File: src/rtl/aes_ctrl_pkg.sv
// Shared definitions for the AES mode sequencer.
//   AES_BLK_W  : width of one AES block / key
//   aes_mode_e : chaining mode as held in the job registers
//   ST_*       : FSM state encodings for aes_mode_ctrl
//   ctr_inc32  : CTR increment on the low 32-bit word only
package aes_ctrl_pkg;

    localparam int unsigned AES_BLK_W = 128;

    typedef enum logic [1:0] {
        MODE_ECB = 2'd0,
        MODE_CBC = 2'd1,
        MODE_CTR = 2'd2
    } aes_mode_e;

    // State enumeration, kept as plain constants for legacy tool flows.
    typedef logic [2:0] aes_state_t;

    localparam aes_state_t ST_IDLE    = 3'd0;
    localparam aes_state_t ST_KEYLOAD = 3'd1;
    localparam aes_state_t ST_KEYWAIT = 3'd2;
    localparam aes_state_t ST_FETCH   = 3'd3;
    localparam aes_state_t ST_ISSUE   = 3'd4;
    localparam aes_state_t ST_WAIT    = 3'd5;
    localparam aes_state_t ST_OUT     = 3'd6;
    localparam aes_state_t ST_FIN     = 3'd7;

    // Low word wraps modulo 2^32; the upper 96 bits never see a carry.
    function automatic logic [AES_BLK_W-1:0] ctr_inc32(input logic [AES_BLK_W-1:0] c);
        return {c[AES_BLK_W-1:32], c[31:0] + 32'd1};
    endfunction

endpackage

File: src/rtl/aes_mode_xform.sv
// Per-mode XOR selection around the AES core. One instance sits on the
// input side (block -> core input), one on the output side (core result ->
// stream output).
//   OUT_SIDE  : 0 = input side, 1 = output side
//   mode_i    : latched chaining mode
//   decrypt_i : latched direction
//   data_i    : s_data (input side) or core result (output side)
//   chain_i   : CBC chaining value
//   alt_i     : CTR counter block (input side) or saved input block (output side)
//   data_o    : transformed block
module aes_mode_xform
    import aes_ctrl_pkg::*;
#(
    parameter bit OUT_SIDE = 1'b0
) (
    input  aes_mode_e              mode_i,
    input  logic                   decrypt_i,
    input  logic [AES_BLK_W-1:0]   data_i,
    input  logic [AES_BLK_W-1:0]   chain_i,
    input  logic [AES_BLK_W-1:0]   alt_i,
    output logic [AES_BLK_W-1:0]   data_o
);

    always_comb begin
        data_o = data_i;
        unique case (mode_i)
            MODE_CBC: begin
                // Encrypt XORs the chain before the core, decrypt after it.
                if (decrypt_i == OUT_SIDE) begin
                    data_o = data_i ^ chain_i;
                end
            end
            MODE_CTR: begin
                // Core encrypts the counter; keystream is XORed with the saved block.
                data_o = OUT_SIDE ? (data_i ^ alt_i) : alt_i;
            end
            default: begin
                data_o = data_i;
            end
        endcase
    end

endmodule

File: src/rtl/aes_mode_ctrl.sv
// Multi-block ECB/CBC/CTR job sequencer in front of an AES-128 core.
// Loads the key once per job, then pushes one block at a time through the
// core, applying chaining on both sides. Only one block is ever in flight.
//   clk_i, rst_i            : clock, asynchronous active-high reset
//   cfg_*                   : job configuration, latched on cfg_start_i in idle
//   busy_o, done_o          : job in progress / one-cycle end-of-job pulse
//   s_valid_i/s_ready_o/s_data_i           : input block stream
//   m_valid_o/m_ready_i/m_data_o/m_last_o  : output block stream
//   core_*                  : connection to the AES core
module aes_mode_ctrl
    import aes_ctrl_pkg::*;
#(
    parameter int unsigned KEY_LOAD_CYCLES = 2,
    parameter int unsigned CNT_W           = 16
) (
    input  logic                   clk_i,
    input  logic                   rst_i,

    input  logic                   cfg_start_i,
    input  logic [1:0]             cfg_mode_i,
    input  logic                   cfg_decrypt_i,
    input  logic [AES_BLK_W-1:0]   cfg_key_i,
    input  logic [AES_BLK_W-1:0]   cfg_iv_i,
    input  logic [CNT_W-1:0]       cfg_nblocks_i,
    output logic                   busy_o,
    output logic                   done_o,

    input  logic                   s_valid_i,
    output logic                   s_ready_o,
    input  logic [AES_BLK_W-1:0]   s_data_i,

    output logic                   m_valid_o,
    input  logic                   m_ready_i,
    output logic [AES_BLK_W-1:0]   m_data_o,
    output logic                   m_last_o,

    output logic                   core_load_key_o,
    output logic [AES_BLK_W-1:0]   core_key_o,
    output logic                   core_decrypt_o,
    output logic                   core_in_valid_o,
    input  logic                   core_in_ready_i,
    output logic [AES_BLK_W-1:0]   core_in_data_o,
    input  logic [AES_BLK_W-1:0]   core_out_data_i,
    input  logic                   core_out_valid_i
);

    localparam int unsigned LC_W = (KEY_LOAD_CYCLES > 1) ? $clog2(KEY_LOAD_CYCLES) : 1;

    aes_state_t              state_q, state_d;
    aes_mode_e               mode_q, mode_d;
    logic                    decrypt_q, decrypt_d;
    logic [AES_BLK_W-1:0]    key_q, key_d;
    logic [AES_BLK_W-1:0]    chain_q, chain_d;
    logic [AES_BLK_W-1:0]    ctr_q, ctr_d;
    logic [CNT_W-1:0]        nblocks_q, nblocks_d;
    logic [CNT_W-1:0]        blk_cnt_q, blk_cnt_d;
    logic [LC_W-1:0]         load_cnt_q, load_cnt_d;
    logic [AES_BLK_W-1:0]    in_q, in_d;
    logic [AES_BLK_W-1:0]    core_in_data_q, core_in_data_d;
    logic [AES_BLK_W-1:0]    m_data_q, m_data_d;

    logic [AES_BLK_W-1:0]    pre_data;
    logic [AES_BLK_W-1:0]    post_data;
    logic                    last_blk;

    aes_mode_xform #(
        .OUT_SIDE (1'b0)
    ) u_pre_xform (
        .mode_i    (mode_q),
        .decrypt_i (decrypt_q),
        .data_i    (s_data_i),
        .chain_i   (chain_q),
        .alt_i     (ctr_q),
        .data_o    (pre_data)
    );

    aes_mode_xform #(
        .OUT_SIDE (1'b1)
    ) u_post_xform (
        .mode_i    (mode_q),
        .decrypt_i (decrypt_q),
        .data_i    (core_out_data_i),
        .chain_i   (chain_q),
        .alt_i     (in_q),
        .data_o    (post_data)
    );

    // nblocks_q is never 0 while a block is in OUT, so the subtraction cannot wrap there.
    assign last_blk = (blk_cnt_q == (nblocks_q - 1'b1));

    always_comb begin
        state_d        = state_q;
        mode_d         = mode_q;
        decrypt_d      = decrypt_q;
        key_d          = key_q;
        chain_d        = chain_q;
        ctr_d          = ctr_q;
        nblocks_d      = nblocks_q;
        blk_cnt_d      = blk_cnt_q;
        load_cnt_d     = load_cnt_q;
        in_d           = in_q;
        core_in_data_d = core_in_data_q;
        m_data_d       = m_data_q;

        case (state_q)
            ST_IDLE: begin
                if (cfg_start_i) begin
                    case (cfg_mode_i)
                        2'd1:    mode_d = MODE_CBC;
                        2'd2:    mode_d = MODE_CTR;
                        default: mode_d = MODE_ECB;
                    endcase
                    decrypt_d  = cfg_decrypt_i;
                    key_d      = cfg_key_i;
                    chain_d    = cfg_iv_i;
                    ctr_d      = cfg_iv_i;
                    nblocks_d  = cfg_nblocks_i;
                    blk_cnt_d  = '0;
                    load_cnt_d = '0;
                    state_d    = (cfg_nblocks_i != '0) ? ST_KEYLOAD : ST_FIN;
                end
            end
            ST_KEYLOAD: begin
                if (load_cnt_q == LC_W'(KEY_LOAD_CYCLES - 1)) begin
                    state_d = ST_KEYWAIT;
                end else begin
                    load_cnt_d = load_cnt_q + 1'b1;
                end
            end
            ST_KEYWAIT: begin
                if (core_in_ready_i) begin
                    state_d = ST_FETCH;
                end
            end
            ST_FETCH: begin
                if (s_valid_i) begin
                    in_d           = s_data_i;
                    core_in_data_d = pre_data;
                    state_d        = ST_ISSUE;
                end
            end
            ST_ISSUE: begin
                if (core_in_ready_i) begin
                    state_d = ST_WAIT;
                end
            end
            ST_WAIT: begin
                if (core_out_valid_i) begin
                    m_data_d = post_data;
                    if (mode_q == MODE_CBC) begin
                        chain_d = decrypt_q ? in_q : core_out_data_i;
                    end
                    if (mode_q == MODE_CTR) begin
                        ctr_d = ctr_inc32(ctr_q);
                    end
                    state_d = ST_OUT;
                end
            end
            ST_OUT: begin
                if (m_ready_i) begin
                    blk_cnt_d = blk_cnt_q + 1'b1;
                    state_d   = last_blk ? ST_FIN : ST_FETCH;
                end
            end
            ST_FIN: begin
                state_d = ST_IDLE;
            end
            default: begin
                state_d = ST_IDLE;
            end
        endcase
    end

    always_ff @(posedge clk_i or posedge rst_i) begin
        if (rst_i) begin
            state_q        <= ST_IDLE;
            mode_q         <= MODE_ECB;
            decrypt_q      <= 1'b0;
            key_q          <= '0;
            chain_q        <= '0;
            ctr_q          <= '0;
            nblocks_q      <= '0;
            blk_cnt_q      <= '0;
            load_cnt_q     <= '0;
            in_q           <= '0;
            core_in_data_q <= '0;
            m_data_q       <= '0;
        end else begin
            state_q        <= state_d;
            mode_q         <= mode_d;
            decrypt_q      <= decrypt_d;
            key_q          <= key_d;
            chain_q        <= chain_d;
            ctr_q          <= ctr_d;
            nblocks_q      <= nblocks_d;
            blk_cnt_q      <= blk_cnt_d;
            load_cnt_q     <= load_cnt_d;
            in_q           <= in_d;
            core_in_data_q <= core_in_data_d;
            m_data_q       <= m_data_d;
        end
    end

    // All handshake outputs decode straight from the state register, so an
    // asynchronous reset clears them without waiting for a clock.
    assign busy_o          = (state_q != ST_IDLE);
    assign done_o          = (state_q == ST_FIN);
    assign s_ready_o       = (state_q == ST_FETCH);
    assign core_load_key_o = (state_q == ST_KEYLOAD);
    assign core_in_valid_o = (state_q == ST_ISSUE);
    assign m_valid_o       = (state_q == ST_OUT);
    assign m_last_o        = (state_q == ST_OUT) && last_blk;
    assign m_data_o        = m_data_q;
    assign core_in_data_o  = core_in_data_q;
    assign core_key_o      = key_q;
    // CTR only ever runs the core forwards.
    assign core_decrypt_o  = decrypt_q && (mode_q != MODE_CTR);

endmodule

File: config.mk
export PLATFORM = sky130hd
export DESIGN_NAME = aes_mode_ctrl
export DESIGN_NICKNAME = d
export VERILOG_FILES = /design/src/rtl/aes_ctrl_pkg.sv /design/src/rtl/aes_mode_xform.sv /design/src/rtl/aes_mode_ctrl.sv
export SDC_FILE = /design/constraint.sdc
export NUM_CORES = 2
export LEC_CHECK = 0
export CORE_UTILIZATION = 31
export DETAILED_ROUTE_END_ITERATION = 16
export PLACE_DENSITY = 0.5
export SYNTH_ARGS = -nofsm -noshare
export SYNTH_HDL_FRONTEND = slang
export SYNTH_SLANG_ARGS = --single-unit
File: constraint.sdc
create_clock -name clk_i -period 45.7 [get_ports clk_i]
set_input_delay 9.14 -clock clk_i [delete_from_list [all_inputs] [get_ports clk_i]]
set_output_delay 9.14 -clock clk_i [all_outputs]
set_load 0.05 [all_outputs]
==> reports/metrics.yaml <==
timing:
  finalSetupViolCount: 0
  timing.final.crit_share_pct: 29.3
  finalHoldViolCount: 0
  setup_ws_ns: 32.31
  tightestPinTransition_ns: 1.28
  max_freq_mhz: 74.7
  maxSlewHeadroom_pct: 14.7
  maxSlewViolCount: 0
  rsz0062_at_grt: "false"
  skew_ns: 0.0321
  min_period_ns: 13.39
  hold_ws_ns: 0.471
  fin_tns_setup_ns: 0
yosys:
  synth_common_cells: "1097 x nand2_1, 807 x dfrtp_1, 576 x o21ai_0"
  synth.distinct_cells: 65
  synthArstFlopShare_pct: 100
  synthesis.nets: 5482
  ys_ff_latch: 807
  yosys_warnings: 0
  yosysMostFrequentCell: "nand2_1"
  synth_ff_type: "dfrtp_1"
  synth_area_sq_um: 43600
  synthTopCellsByArea: "dfrtp_1 46%, nand2_1 9.5%, mux2_2 8.0%, o21ai_0 6.6%, mux2i_1 4.0%"
  synth_edf_count: 0
  synthCells: 4939
  postSynthAreaPerCell_sq_um: 8.82
  yosysTopAreaCell: "dfrtp_1"
  yosysTopAreaCellShare_pct: 46.3
  seq_area_frac_synth_pct: 46.3
clock_network:
  cts_max_level: 3
  max-clock-path-buffers: 3
  cts_hold_buf: 0
  cts_tree: "done"
  cts_resized: 0
  cts_buffers: 101
  clk-insertion-delay-late_ns: 0.72
  root_buffer: "clkbuf_16"
  clkSinkCount: 807
  post-cts-setup-buffer-count: 0
  clk_pin_slew_ns: 0.06
worst_setup_path:
  crit_fanout: 11
  reg2reg_to: "core_in_data_o[7]"
  critical_path_class: "reg -> out"
  crit_chain: "inv_1 > ha_1 > nor4b_1 > nand4_1 > a211o_1 > a32oi_1 > nand4_1 > inv_1 > clkdlybuf4s50_1"
  start_kind: "flop"
  cpPeakStageDelay_ns: 0.91
  worst_r2r_path_depth: 9
  rrSetupSlack_ns: 41.63
  crit_path_top_delay_cell: "clkdlybuf4s50_1"
  arrival_ns: 4.25
  cp.required_ns: 36.56
  worstReg2RegStart: "mode_q[0]"
  end_kind: "primary output"
die:
  start_util_pct: 31.2
  fp.coreArea_sq_um: 140000
  die_x_microns: 377
  die_y_microns: 377
  io_pins: 930
  die_area_sq_um: 142000
  placementRows: 137
route:
  drc: 0
  drt_iter0_drc: 2422
  drt-vias-per-instance: 5.10
  final_antenna_net_count: 0
  wl_per_cell_microns: 22.7
  vias: 38900
  wl_microns: 173000
  dr.pass1.iters: 6
cells_and_area:
  fin_area_sq_um: 57800
  drive_above_1_share_pct: 9.69
  final_util_pct: 41.5
  layoutNonFillerInstCount: 7623
  nFillCells: 14000
  finish.net_count: 6189
  areaGrowthSynthToFinish_pct: 32.8
placement:
  placed_cell_area_sq_um: 54300
  port_buffers: 929
  placedCellCount: 7419
  place.gp.congestion: 0.831
  dp_slack_ns: 31.79
  hpwl_microns: 117000
grt:
  grt_pass1_vias: 38100
  grt.overflow.total: 0
  grt_max_degree: 187
  grtUsageTotal_pct: 23.7
  grt_first_pass_wirelength_microns: 255000
  antenna_found_initial: 63
pwr:
  ir_drop_v: 0.0000535
  power_density_nw_per_um2: 78.4
  leakagePower_nw: 24.6
  p_total_mw: 4.54
run_status:
  status: "completed"
worst_hold_path:
  whs_endpoint: "core_key_o[125]"
  min_from: "core_key_o[125]"
  hold_class: "reg -> reg"
  worstHoldPathCells: 2
flow_run:
  drv_cap: 0
==> critical path, delay by kind of cell (launching register included) <==
kind / cells / cell delay [ns]
AO/OA/AOI/OAI: 2 / 0.50
adder cells (fa/ha/maj): 1 / 0.41
buffers and inverters: 3 / 1.13
flip-flops: 1 / 0.46
AND/OR/NAND/NOR: 3 / 1.03
==> per-layer routing <==
metal / share of wire, % / GRT usage, %
met1: 42 / 30.0
met2: 47 / 38.8
met3: 7.3 / 6.64
met4: 2.6 / 7.57
met5: 0.26 / 0
==> cell type report <==
cell class / instances / area [sq um] / area share [%]
diodes: 19 / 47.5 / 0.0822
clock buffers: 144 / 2960 / 5.12
clock inverters: 41 / 552 / 0.954
inverters: 94 / 360 / 0.623
multi-input cells: 3657 / 21600 / 37.4
flip-flops and latches: 807 / 20200 / 34.9
well taps: 1876 / 2350 / 4.06
repair buffers: 985 / 9770 / 16.9
==> state kept, by name, indices dropped and copies added (netlist names) <==
register / flops
in_q: 128
core_in_data_o: 128
blk_cnt_q: 16
mode_q: 2
chain_q: 128
load_cnt_q: 1
ctr_q: 128
nblocks_q: 16
decrypt_q: 1
core_key_o: 128
state_q: 3
m_data_o: 128
==> power by group <==
group / total [mW] / leakage, nW / switching [mW] / internal [mW]
registers: 1.33 / 10.1 / 0.281 / 1.04
logic: 2.36 / 12.8 / 1.52 / 0.843
clock network: 0.851 / 1.74 / 0.348 / 0.503
==> how the worst max path moves through the flow <==
stage                 start            endpoint  slack [ns]  depth (start not counted)
2_1_floorplan         rst_i        blk_cnt_q[0]       13.90                          1
3_3_place_gp          rst_i  core_in_data_o[63]       31.77                          6
3_5_place_dp          rst_i  core_in_data_o[63]       31.79                          6
4_1_cts        nblocks_q[0]            m_last_o       32.24                          9
5_1_grt        nblocks_q[0]            m_last_o       31.96                          9
6_report       nblocks_q[0]            m_last_o       32.31                          9
==> cell usage in the layout (no fill, tap or decap), drive strengths merged, types with 9 or more instances in the layout <==
cell              n
o22a             21
nor4             10
nand2          1097
nor3             13
nand2b          126
a21boi          128
dfrtp           807
mux2            359
bufinv            9
xor2             19
nand3            19
inv              99
nor2b            56
o22ai            78
o21ai           743
a21o             24
nand4            11
a211oi           23
and3             10
xnor2            13
clkbuf          144
a31oi            16
diode            19
buf              56
a21oi           250
clkdlybuf4s50   929
clkinv           25
nor2            266
mux2i           175
a32oi            81
a221oi           52
==> cells by family (layout without fill, tap and decap cells) <==
family                   count (synthesis)  after routing  synth area share [%]
AND/OR/NAND/NOR                       1644           1644                  15.8
AO/OA/AOI/OAI                         1441           1441                  19.4
flip-flops                             807            807                  46.3
multiplexers                           534            534                  13.3
buffers and inverters                  475           1264                  4.30
XOR/XNOR                                33             33                 0.695
adder cells (fa/ha/maj)                  5              5                 0.144
other                                    0             19                     0
(Power assumes the default switching activity.)
